## src/rtl/mpu_hm_pkg.sv

```systemverilog
// Shared constants for the MPU host-memory responder: FSM encoding,
// Wishbone constants and the byte-reverse helper.
package mpu_hm_pkg;

  localparam logic [1:0] ST_IDLE = 2'd0;
  localparam logic [1:0] ST_LO   = 2'd1;
  localparam logic [1:0] ST_HI   = 2'd2;
  localparam logic [1:0] ST_ACK  = 2'd3;

  localparam logic [63:0] HM_ERR_DATA    = 64'hFFFF_FFFF_FFFF_FFFF;
  localparam logic [3:0]  WB_SEL_ALL     = 4'hF;
  localparam logic [2:0]  WB_CTI_CLASSIC = 3'b000;

  // Reverse byte order across a 64-bit word (big-endian view).
  function automatic logic [63:0] bswap64(input logic [63:0] d);
    logic [63:0] r;
    for (int i = 0; i < 8; i++) begin
      r[8*i +: 8] = d[8*(7-i) +: 8];
    end
    return r;
  endfunction

endpackage

```

## src/rtl/mpu_hm_timeout.sv

```systemverilog
// Per-word Wishbone response timer; expired is high on the last allowed cycle.
module mpu_hm_timeout #(
  parameter int unsigned TIMEOUT = 256,
  parameter int unsigned TW      = 9
) (
  input  logic sys_clk,
  input  logic sys_rst,
  input  logic clr,
  input  logic en,
  output logic expired
);

  logic [TW-1:0] cnt_q;

  always_ff @(posedge sys_clk) begin
    if (sys_rst || clr) begin
      cnt_q <= '0;
    end else if (en) begin
      cnt_q <= cnt_q + TW'(1);
    end
  end

  assign expired = (cnt_q == TW'(TIMEOUT - 1));

endmodule

```

## src/rtl/mpu_host_memory.sv

```systemverilog
// MPU host-memory responder: one 64-bit read as two 32-bit Wishbone classic reads.
// Optional macro MPU_HM_BSWAP_EN returns the word byte-reversed (big-endian view).
module mpu_host_memory
  import mpu_hm_pkg::*;
#(
  parameter int unsigned TIMEOUT = 256,
  parameter int unsigned TW      = 9
) (
  input  logic        sys_clk,
  input  logic        sys_rst,
  input  logic [63:0] hm_addr,
  input  logic        hm_start,
  output logic [63:0] hm_data,
  output logic        hm_ack,
  output logic        hm_error,
  output logic        busy,
  output logic [31:0] wb_adr_o,
  input  logic [31:0] wb_dat_i,
  output logic [3:0]  wb_sel_o,
  output logic        wb_cyc_o,
  output logic        wb_stb_o,
  output logic        wb_we_o,
  output logic [2:0]  wb_cti_o,
  input  logic        wb_ack_i,
  input  logic        wb_err_i
);

  logic [1:0]  state_q, state_d;
  logic        start_q;
  logic [28:0] a_q, a_d;
  logic [31:0] lo_q, lo_d;
  logic [31:0] adr_d;
  logic        cyc_d;
  logic [63:0] data_d;
  logic        ack_d, err_d, busy_d;
  logic        tmr_clr_c, tmr_en_c, expired_c;
  logic        req_c;
  logic        unused_addr_bits;

  assign req_c            = hm_start & ~start_q;
  assign unused_addr_bits = ^hm_addr[2:0];

  assign wb_sel_o = WB_SEL_ALL;
  assign wb_we_o  = 1'b0;
  assign wb_cti_o = WB_CTI_CLASSIC;
  assign wb_stb_o = wb_cyc_o;

  mpu_hm_timeout #(
    .TIMEOUT (TIMEOUT),
    .TW      (TW)
  ) u_timeout (
    .sys_clk (sys_clk),
    .sys_rst (sys_rst),
    .clr     (tmr_clr_c),
    .en      (tmr_en_c),
    .expired (expired_c)
  );

  // Assemble a completed result in the configured byte order.
  function automatic logic [63:0] fmt_result(input logic [63:0] d);
`ifdef MPU_HM_BSWAP_EN
    return bswap64(d);
`else
    return d;
`endif
  endfunction

  // Next-state and next-output logic.
  always_comb begin
    state_d   = state_q;
    a_d       = a_q;
    lo_d      = lo_q;
    adr_d     = wb_adr_o;
    cyc_d     = wb_cyc_o;
    data_d    = hm_data;
    ack_d     = 1'b0;
    err_d     = 1'b0;
    busy_d    = busy;
    tmr_clr_c = 1'b0;
    tmr_en_c  = 1'b0;

    case (state_q)
      ST_IDLE: begin
        tmr_clr_c = 1'b1;
        if (req_c) begin
          a_d    = hm_addr[31:3];
          busy_d = 1'b1;
          if (hm_addr[63:32] != 32'd0) begin
            state_d = ST_ACK;
            ack_d   = 1'b1;
            err_d   = 1'b1;
            data_d  = HM_ERR_DATA;
          end else begin
            state_d = ST_LO;
            adr_d   = {hm_addr[31:3], 3'b000};
            cyc_d   = 1'b1;
          end
        end
      end

      ST_LO, ST_HI: begin
        // err wins over a simultaneous ack
        if (wb_err_i || (expired_c && !wb_ack_i)) begin
          state_d   = ST_ACK;
          cyc_d     = 1'b0;
          ack_d     = 1'b1;
          err_d     = 1'b1;
          data_d    = HM_ERR_DATA;
          tmr_clr_c = 1'b1;
        end else if (wb_ack_i) begin
          tmr_clr_c = 1'b1;
          if (state_q == ST_LO) begin
            state_d = ST_HI;
            lo_d    = wb_dat_i;
            adr_d   = {a_q, 3'b100};
          end else begin
            state_d = ST_ACK;
            cyc_d   = 1'b0;
            ack_d   = 1'b1;
            data_d  = fmt_result({wb_dat_i, lo_q});
          end
        end else begin
          tmr_en_c = 1'b1;
        end
      end

      ST_ACK: begin
        state_d   = ST_IDLE;
        busy_d    = 1'b0;
        tmr_clr_c = 1'b1;
      end

      default: begin
        state_d = ST_IDLE;
        cyc_d   = 1'b0;
        busy_d  = 1'b0;
      end
    endcase
  end

  // State and registered outputs.
  always_ff @(posedge sys_clk) begin
    if (sys_rst) begin
      state_q  <= ST_IDLE;
      start_q  <= 1'b0;
      a_q      <= '0;
      lo_q     <= '0;
      wb_adr_o <= '0;
      wb_cyc_o <= 1'b0;
      hm_data  <= '0;
      hm_ack   <= 1'b0;
      hm_error <= 1'b0;
      busy     <= 1'b0;
    end else begin
      state_q  <= state_d;
      start_q  <= hm_start;
      a_q      <= a_d;
      lo_q     <= lo_d;
      wb_adr_o <= adr_d;
      wb_cyc_o <= cyc_d;
      hm_data  <= data_d;
      hm_ack   <= ack_d;
      hm_error <= err_d;
      busy     <= busy_d;
    end
  end

endmodule

```

## config.mk

```make
export PLATFORM = sky130hd
export DESIGN_NAME = mpu_host_memory
export DESIGN_NICKNAME = d
export VERILOG_FILES = /design/src/rtl/mpu_hm_pkg.sv /design/src/rtl/mpu_hm_timeout.sv /design/src/rtl/mpu_host_memory.sv
export SDC_FILE = /design/constraint.sdc
export NUM_CORES = 1
export LEC_CHECK = 0
export CORE_MARGIN = 3
export CORE_UTILIZATION = 50
export CTS_CLUSTER_SIZE = 10
export DETAILED_ROUTE_END_ITERATION = 6
export GPL_TIMING_DRIVEN = 0
export PLACE_DENSITY_LB_ADDON = 0.3
export SYNTH_ARGS = -nofsm -noshare
export SYNTH_HDL_FRONTEND = slang
export SYNTH_SLANG_ARGS = --single-unit
```

## constraint.sdc

```tcl
create_clock -name sys_clk -period 6.64 [get_ports sys_clk]
set_input_delay 1.328 -clock sys_clk [delete_from_list [all_inputs] [get_ports sys_clk]]
set_output_delay 1.328 -clock sys_clk [all_outputs]
set_load 0.02 [all_outputs]
```

==> flow_summary.ini, run 1 <==
[cells_and_area]
fin_util = 0.721
final_area_um2 = 10200
area_growth_pct = 38.6
post_route_cells_drive_above_1_share = 0.107
final_nets = 1113
num_antenna_cells = 0
fin_cells = 1197
num-fill-cells = 1093

[place]
dpl.cell_count = 1165
io_buffers = 196
hpwl_um = 15000
place.gp.congestion = 0.813
preCtsSetupSlack_ns = 3.06
dpl_cell_area_um2 = 9580

[drt]
drc = 0
avgViaCountPerCell = 5.66
drtPass1Iterations = 5
ant_nets = 0
wl_per_cell_um = 17.2
drt_iter0_drc = 486
top_layer = met4
drt-total-wl_um = 20600
met1Wirelength_um = 8700
wl_met3_um = 1420
wl_met2_um = 10100
vias = 6772

[sta]
setup_viol = 0
finalHoldViolCount = 0
worst_pin_slew_ns = 0.829
slew_headroom = 0.443
fin_worst_skew_ns = 0.00659
slew_violations = 0
hold_ws_ns = 0.455
min_period_ns = 3.16
fmax_ghz = 0.317
timing.final.ws_setup_ns = 3.48
rsz0062_at_grt = no
period_share = 0.476
fin_setup_tns_ns = 0

[clock_network]
cts-root-buf = clkbuf_16
clk_path_buf_depth = 2
cts_num_sinks = 171
ctsResizeCount = 0
clk_latency_ns = 0.43
cts_tree = built
cts.clk_slew.worst_paths_ns = 0.07
cts_setup_buffers = 0
hold_buffers = 0
numCtsBuffers = 17
htree_levels = 4

[critical_path]
cp.required_ns = 6.93
worst_ep_arrival_time_ns = 3.45
cpPeakStageDelay_ns = 0.40
endpoint_kind = register
cp_common_cell = buf_2
start_kind = input pin
crit_path_cell_trace = clkdlybuf4s50_1, nor4_1, nand4_1, o21ai_1, a21oi_1, buf_2, buf_2, o2bb2ai_1
path_buf_inv = 3
crit_family = buffers and inverters
crit_type = in2reg
slowest_stage = clkdlybuf4s50_1
worstPathMaxFanout = 10

[synthesis]
ys.flop_type = dfxtp_1
ys_types = 45
syn_area_per_cell_um2 = 9.42
synthArstFlopShare = 0
synth-edff-count = 0
netlist_instances = 781
netlist_area_um2 = 7360
synth_seq_area_share = 0.465
yosys_warnings = 0
ys_ff_latch = 171

[power]
powerDensity_nw_per_um2 = 493
power_mw = 5.03
p_leak_nw = 3.74
vdd_ir_drop_max_uv = 354

[die]
start_util = 0.520
fp.dieH_um = 127
die_w_um = 127
die_area_um2 = 16200
coreArea_um2 = 14100
boundaryPins = 210
rows = 43

[grt]
grt_pass1_vias = 6509
grt_overflow = 0
grt_pass1_wl_um = 32900
grt_max_degree = 17
antenna_found_initial = 0
grt_use_total = 0.250

[min_path]
hold_class = reg2reg

[status]
status = completed

[flow_run]
max_cap_violations = 0
==> Yosys cell counts, types with 2 or more instances <==
| cell | n | area share |
|---|---|---|
| buf_1 | 2 | 0.0010 |
| nor2_1 | 45 | 0.023 |
| xnor2_1 | 3 | 0.0036 |
| nor3_1 | 30 | 0.020 |
| o2bb2ai_1 | 29 | 0.035 |
| nand4_1 | 3 | 0.0026 |
| a211oi_1 | 3 | 0.0031 |
| buf_6 | 13 | 0.020 |
| nor2b_1 | 3 | 0.0026 |
| mux2i_1 | 31 | 0.042 |
| nand3_1 | 6 | 0.0041 |
| o21ai_0 | 3 | 0.0020 |
| inv_1 | 9 | 0.0046 |
| mux2_2 | 29 | 0.044 |
| nand2b_1 | 4 | 0.0034 |
| o221a_1 | 60 | 0.092 |
| conb_1 | 2 | 0.0010 |
| buf_4 | 12 | 0.012 |
| a31oi_1 | 29 | 0.025 |
| nand2_1 | 130 | 0.066 |
| buf_2 | 12 | 0.0082 |
| ha_1 | 8 | 0.014 |
| or2_2 | 2 | 0.0017 |
| dfxtp_1 | 171 | 0.47 |
| clkbuf_1 | 43 | 0.022 |
| a21oi_1 | 68 | 0.046 |
| or3_1 | 3 | 0.0026 |
| o221a_2 | 4 | 0.0061 |
| nor4_1 | 8 | 0.0068 |
==> kinds of logic after synthesis <==
kind of cell,share of synthesized area
XOR/XNOR,0.00476
buffers and inverters,0.0678
AND/OR/NAND/NOR,0.146
multiplexers,0.0865
flip-flops,0.465
AO/OA/AOI/OAI,0.215
adder cells (fa/ha/maj),0.0136
other,0.00102
==> final cells by class <==
| class | count | area [µm²] | area share |
|---|---|---|---|
| sequential | 171 | 3420 | 0.336 |
| tap | 180 | 225 | 0.0221 |
| buffer | 82 | 465 | 0.0456 |
| clock inverter | 14 | 181 | 0.0178 |
| timing repair buffer | 196 | 1960 | 0.192 |
| multi-input combinational | 527 | 3470 | 0.340 |
| inverter | 9 | 33.8 | 0.00331 |
| clock buffer | 18 | 439 | 0.0431 |
==> routing by layer <==
layer | up-vias | GRT usage
li1 | 3267 | -
met1 | 3207 | 0.317
met2 | 268 | 0.426
met3 | 30 | 0.0569
met4 | 0 | 0.0719
met5 | - | 0
==> power breakdown <==
| part | switching (mW) | internal [mW] |
|---|---|---|
| registers | 0.209 | 1.34 |
| clock network | 0.428 | 0.611 |
| logic | 1.28 | 1.16 |
==> cells in the final DEF (no fill, tap or decap), types with 3 or more instances in the layout <==
cell | synthesis | layout
inv_1 | 9 | 9
clkdlybuf4s50_1 | 0 | 196
nor3_1 | 30 | 30
nand2_1 | 130 | 130
nor2_1 | 45 | 45
mux2_2 | 29 | 29
conb_1 | 2 | 10
o21ai_0 | 3 | 3
nor2b_1 | 3 | 3
or3_1 | 3 | 3
clkbuf_1 | 43 | 43
nand4_1 | 3 | 3
a21oi_1 | 68 | 68
nand3_1 | 6 | 6
o221a_1 | 60 | 60
o2bb2ai_1 | 29 | 29
a211oi_1 | 3 | 3
ha_1 | 8 | 8
nor4_1 | 8 | 8
a31oi_1 | 29 | 29
bufinv_16 | 0 | 3
buf_2 | 12 | 12
o221a_2 | 4 | 4
nand2b_1 | 4 | 4
xnor2_1 | 3 | 3
inv_6 | 0 | 4
buf_6 | 13 | 13
dfxtp_1 | 171 | 171
buf_4 | 12 | 12
clkbuf_16 | 0 | 17
mux2i_1 | 31 | 31
==> worst reg2reg max path, stage by stage (launching register included) <==
cell and delay, ns:
dfxtp_1 0.37, ha_1 0.20, nand3_1 0.16, nor3_1 0.23, ha_1 0.26, a21oi_1 0.17, and3_1 0.23, nor4_4 0.70
buf_6 0.25, o221a_1 0.20
==> path summary, 6_finish.rpt <==
| path | startpoint | endpoint | slack, ns | cells after the start |
|---|---|---|---|---|
| max | hm_addr[33] | wb_adr_o[24] | 3.48 | 8 |
| min | a_q[16] | a_q[16] | 0.46 | 2 |
| max reg2reg | u_timeout.cnt_q[0] | hm_data[56] | 3.83 | 9 |
| min reg2reg | a_q[16] | a_q[16] | 0.46 | 2 |
==> flip-flops by register name, summed over array words and instances (netlist names) <==
register and flops:
hm_data 64, lo_q 32, wb_adr_o 30, a_q 29, u_timeout.cnt_q 9, state_q 2, busy 1, hm_ack 1
hm_error 1, start_q 1, wb_cyc_o 1
Power figures use the tool's default switching activity.
==> inputs of run 2 (changes only) <==
--- a/config.mk
+++ b/config.mk
@@ -6,7 +6,7 @@
 export NUM_CORES = 1
 export LEC_CHECK = 0
 export CORE_MARGIN = 3
-export CORE_UTILIZATION = 50
+export CORE_UTILIZATION = 43
 export CTS_CLUSTER_SIZE = 10
 export DETAILED_ROUTE_END_ITERATION = 6
 export GPL_TIMING_DRIVEN = 0
==> constraint.sdc (replaced) <==
create_clock -name sys_clk -period 2.7 [get_ports sys_clk]
set_input_delay 0.54 -clock sys_clk [delete_from_list [all_inputs] [get_ports sys_clk]]
set_output_delay 0.54 -clock sys_clk [all_outputs]
set_load 0.02 [all_outputs]
==> run 2 against run 1 <==
  * Die area rose by 15%
  * Clock skew increased by 0.0046 ns
  * Design area increased by 0.74%
  * Routed wire length fell by 1.1%
  * Register-to-register slack got worse by 3.6 ns
  * Total power up 140%
  * Critical endpoint is now hm_data[1]
==> flow_summary.ini, run 2 (synthesized netlist as in run 1, its figures left out) <==
[status]
status = completed

[cells_and_area]
num-fill-cells = 1424
largestRegisters = hm_data (64), lo_q (32), wb_adr_o (30)
final-seq-area_um2 = 3420
layout_commonest_cell = clkdlybuf4s50_1
final_nets = 1114
largest_reg_flops = 64
multiInputGateArea_um2 = 3470
mostFrequentLayoutCells = 196 x clkdlybuf4s50_1, 171 x dfxtp_1, 130 x nand2_1
area_growth_pct = 39.6
post_route_cells_drive_above_1_share = 0.112
num_antenna_cells = 0
largest-register = hm_data

[critical_path]
worstPathMaxFanout = 10
slowest_stage = dfxtp_1
cpPeakStageDelay_ns = 0.38
cp_common_cell = ha_1
path_buf_inv = 2
crit_type = reg2reg
cp.required_ns = 3.07
start_kind = register
crit_family = simple AND/OR/NAND/NOR gates
reg2reg_slack_ns = 0.20
crit_path_cell_trace = ha_1, nand3_1, nor3_2, ha_1, a21oi_1, and3_1, nor4_4, buf_12, buf_6, o221a_1
worst_ep_arrival_time_ns = 2.87
endpoint_kind = register

[sta]
slew_violations = 0
setup_viol = 0
rsz0062_at_grt = no
finalHoldViolCount = 0
fin_worst_skew_ns = 0.0112
min_period_ns = 2.50
hold_ws_ns = 0.455
timing.final.ws_setup_ns = 0.198
slew_headroom = 0.535
period_share = 0.927
worst_pin_slew_ns = 0.695
fmax_ghz = 0.400

[grt]
grt_overflow = 0
grt_max_degree = 21
grt_use_total = 0.217
antenna_found_initial = 0
grt_pass1_vias = 6385
grt_pass1_wl_um = 32500

[flow_run]
max_cap_violations = 0

[drt]
drc = 0
wl_per_cell_um = 16.5
drt-total-wl_um = 20400
ant_nets = 0
avgViaCountPerCell = 5.36
vias = 6631
drtPass1Iterations = 5
drt_iter0_drc = 417

[die]
die_w_um = 137
die_area_um2 = 18700
rows = 47
coreArea_um2 = 16600
start_util = 0.442
boundaryPins = 210
fp.dieH_um = 137

[place]
hpwl_um = 14900
preCtsSetupSlack_ns = -0.120
io_buffers = 196
place.gp.congestion = 0.828

[clock_network]
cts-root-buf = clkbuf_16
clk_path_buf_depth = 2
clk_latency_ns = 0.44
cts.clk_slew.worst_paths_ns = 0.07
htree_levels = 4
cts_num_sinks = 171
numCtsBuffers = 17
cts_tree = built

[power]
powerDensity_nw_per_um2 = 1200
p_leak_nw = 3.75
vdd_ir_drop_max_uv = 677
power_mw = 12.3

[min_path]
hold_class = reg2reg
run 2: timing repair:
item | in CTS | in global routing
pin swaps | 1 | 0
setup endpoints to repair | 64 | 28
hold buffers | 0 | 0
cloned | 0 | 0
resized for setup | 0 | 10
setup buffers | 1 | 0
run 2: final cells by class:
cell class	count	share of cell area
plain buffers	82	0.0468
clock buffers	17	0.0414
clock inverters	15	0.0174
inverters	9	0.00329
multi-input cells	527	0.338
flip-flops and latches	171	0.333
well taps	220	0.0268
repair buffers	197	0.193
run 2: worst paths after layout:
check | from | end | cells past startpoint
worst max-delay path | u_timeout.cnt_q[0] | hm_data[1] | 10
worst min-delay path | a_q[26] | a_q[26] | 2
worst max register to register | u_timeout.cnt_q[0] | hm_data[1] | 10
worst min register to register | a_q[26] | a_q[26] | 2
run 2: worst register-to-register path, cell delays in order, from the launching register on:
cell	delay, ns
dfxtp_1	0.38
ha_1	0.20
nand3_1	0.18
nor3_2	0.22
ha_1	0.23
a21oi_1	0.17
and3_1	0.24
nor4_4	0.30
buf_12	0.18
buf_6	0.15
o221a_1	0.20
run 2: where the power goes:
part / internal, mW / switching [mW]
Sequential: 3.30 / 0.513
Clock: 1.26 / 1.19
Combinational: 2.92 / 3.12
Total: 7.49 / 4.82
run 2: stage by stage:
stage	cells	utilization	instance area, µm²	TNS (ns)
2_1_floorplan	789	-	7390	0
3_3_place_gp	1205	0.578	9630	-4.71
3_5_place_dp	1205	0.578	9630	-6.39
4_1_cts	1238	0.616	10200	0
5_1_grt	1238	0.617	10300	0
6_report	1238	0.617	10300	0
run 2: routing by layer:
layer	up-vias	track usage	share of wire
li1	3276	-	-
met1	3106	0.280	0.44
met2	213	0.363	0.48
met3	36	0.0467	0.060
met4	0	0.0715	0.020
met5	-	0	0
==> inputs of run 3 (changes only) <==
--- a/config.mk
+++ b/config.mk
@@ -9,7 +9,6 @@
 export CORE_UTILIZATION = 43
 export CTS_CLUSTER_SIZE = 10
 export DETAILED_ROUTE_END_ITERATION = 6
-export GPL_TIMING_DRIVEN = 0
 export PLACE_DENSITY_LB_ADDON = 0.3
 export SYNTH_ARGS = -nofsm -noshare
 export SYNTH_HDL_FRONTEND = slang
==> constraint.sdc (replaced) <==
create_clock -name sys_clk -period 2.3 [get_ports sys_clk]
set_input_delay 0.46 -clock sys_clk [delete_from_list [all_inputs] [get_ports sys_clk]]
set_output_delay 0.46 -clock sys_clk [all_outputs]
set_load 0.02 [all_outputs]
==> run 3 against run 2 <==
  * Worst setup slack worse by 0.13 ns
  * Routed wire length is 0.29% higher
  * Non-clock buffer count is 25 lower
  * First-iteration DRC count is 21% lower
  * Largest cell class unchanged
  * Critical endpoint is now wb_adr_o[25]
  * Cell count is 2.0% lower
  * Critical path depth is 1 higher
==> flow_summary.ini, run 3 (synthesized netlist as in run 1, its figures left out) <==
[status]
status = completed

[power]
power_mw = 15.0
pwr-share-comb = 0.513
seqPwrFrac = 0.297
p_int_mw = 9.23
p_leak_nw = 3.87
swShare = 0.384
vdd_ir_drop_max_uv = 934
powerDensity_nw_per_um2 = 1420
clkPwrFrac = 0.190
p_sw_mw = 5.76

[critical_path]
worst_ep_arrival_time_ns = 2.54
start_kind = register
crit_type = reg2reg
rr_worst_depth = 11
cp.required_ns = 2.60
endpoint_kind = register
worstPathMaxFanout = 6

[cells_and_area]
mostFrequentLayoutCells = 195 x clkdlybuf4s50_1, 169 x dfxtp_1, 130 x nand2_1
fin_cells = 1213
post_route_cells_drive_above_1_share = 0.151
largest_reg_flops = 64
largestRegisters = hm_data (64), lo_q (32), wb_adr_o (30)
final_nets = 1089
layout_commonest_cell = clkdlybuf4s50_1
area_growth_pct = 43.1
largest-register = hm_data
num_antenna_cells = 0
final-seq-area_um2 = 3430
num-fill-cells = 1373
multiInputGateArea_um2 = 3550

[grt]
grt_use_total = 0.210
antenna_found_initial = 0
grt_overflow = 0
grt_pass1_vias = 6212
grt_pass1_wl_um = 31800
grt_max_degree = 67

[sta]
timing.final.ws_setup_ns = 0.0658
fin_worst_skew_ns = 0.0116
setup_viol = 0
rsz0062_at_grt = yes
fmax_ghz = 0.448
worst_pin_slew_ns = 0.675
min_period_ns = 2.23
period_share = 0.971
finalHoldViolCount = 0
slew_headroom = 0.550
slew_violations = 0

[min_path]
worstHoldPathCells = 2
hold_class = reg2reg

[drt]
drt-total-wl_um = 20500
avgViaCountPerCell = 5.46
drc = 0
wl_per_cell_um = 16.9
wl_met3_um = 1460
vias = 6623
drtPass1Iterations = 4
drt_iter0_drc = 328
top_layer = met4
wl_met2_um = 9800
ant_nets = 0
met1Wirelength_um = 8890

[clock_network]
htree_levels = 4
clk_latency_ns = 0.44
hold_buffers = 0
cts-root-buf = clkbuf_16
cts_num_sinks = 171
numCtsBuffers = 17
clk_path_buf_depth = 2
cts.clk_slew.worst_paths_ns = 0.07
cts_tree = built

[flow_run]
max_cap_violations = 0

[die]
rows = 47
die_area_um2 = 18700
start_util = 0.442
fp.dieH_um = 137
die_w_um = 137
boundaryPins = 210
coreArea_um2 = 16600

[place]
dpl.cell_count = 1173
io_buffers = 196
preCtsSetupSlack_ns = -0.219
place.gp.congestion = 0.828
hpwl_um = 13200
## run 3: what timing repair did
action / CTS / global route
buffers inserted: 1 / 3
gates resized for setup: 0 / 19
pin swaps: 1 / 7
setup endpoints to repair: 64 / 29
gates cloned: 0 / 4
## run 3: critical path, cell delays in order, from the launching register on
cell       delay [ns]
dfxtp_2          0.36
ha_4             0.15
nand3_4          0.07
nor3_2           0.19
ha_2             0.21
buf_6            0.10
a21oi_2          0.06
o21a_4           0.28
clkbuf_16        0.18
mux2_2           0.26
a31oi_1          0.16
o2bb2ai_1        0.09
## run 3: cell type report
class,instances,share of cell area
clock buffers,17,0.0404
multi-input cells,527,0.337
clock inverters,15,0.0162
repair buffers,254,0.252
flip-flops and latches,171,0.325
inverters,9,0.00321
well taps,220,0.0261
## run 3: metal layers
layer  vias to the layer above  track usage
met4                         0       0.0582
met5                         -            0
met3                        20       0.0500
met2                       226        0.344
li1                       3226            -
met1                      3151        0.278
## run 3: power by group through the flow
stage | sequential [mW] | clock (mW) | combinational, mW
finish | 4.46 | 2.84 | 7.69
detailed placement | 4.50 | 0 | 7.18
CTS | 4.45 | 2.88 | 7.27
global placement | 4.48 | 0 | 7.08
floorplan | 5.35 | 0 | 3.49
global route | 4.56 | 2.99 | 8.24
## run 3: final timing paths
check                                         from           end  slack (ns)
worst min-delay path                       a_q[25]       a_q[25]        0.46
worst max-delay path            u_timeout.cnt_q[0]  wb_adr_o[25]        0.07
worst max register to register  u_timeout.cnt_q[0]  wb_adr_o[25]        0.07
worst min register to register             a_q[25]       a_q[25]        0.46
## run 3: metrics by stage
step                instance area, µm²  setup TNS [ns]  hold WS, ns  utilization
CTS                              10300               0        0.450        0.621
detailed placement                9720          -17.16        0.446        0.584
floorplan                         7400               0        0.432            -
global placement                  9720          -17.04        0.441        0.584
finish                           10500               0        0.455        0.633
global route                     10500          -0.588        0.466        0.633
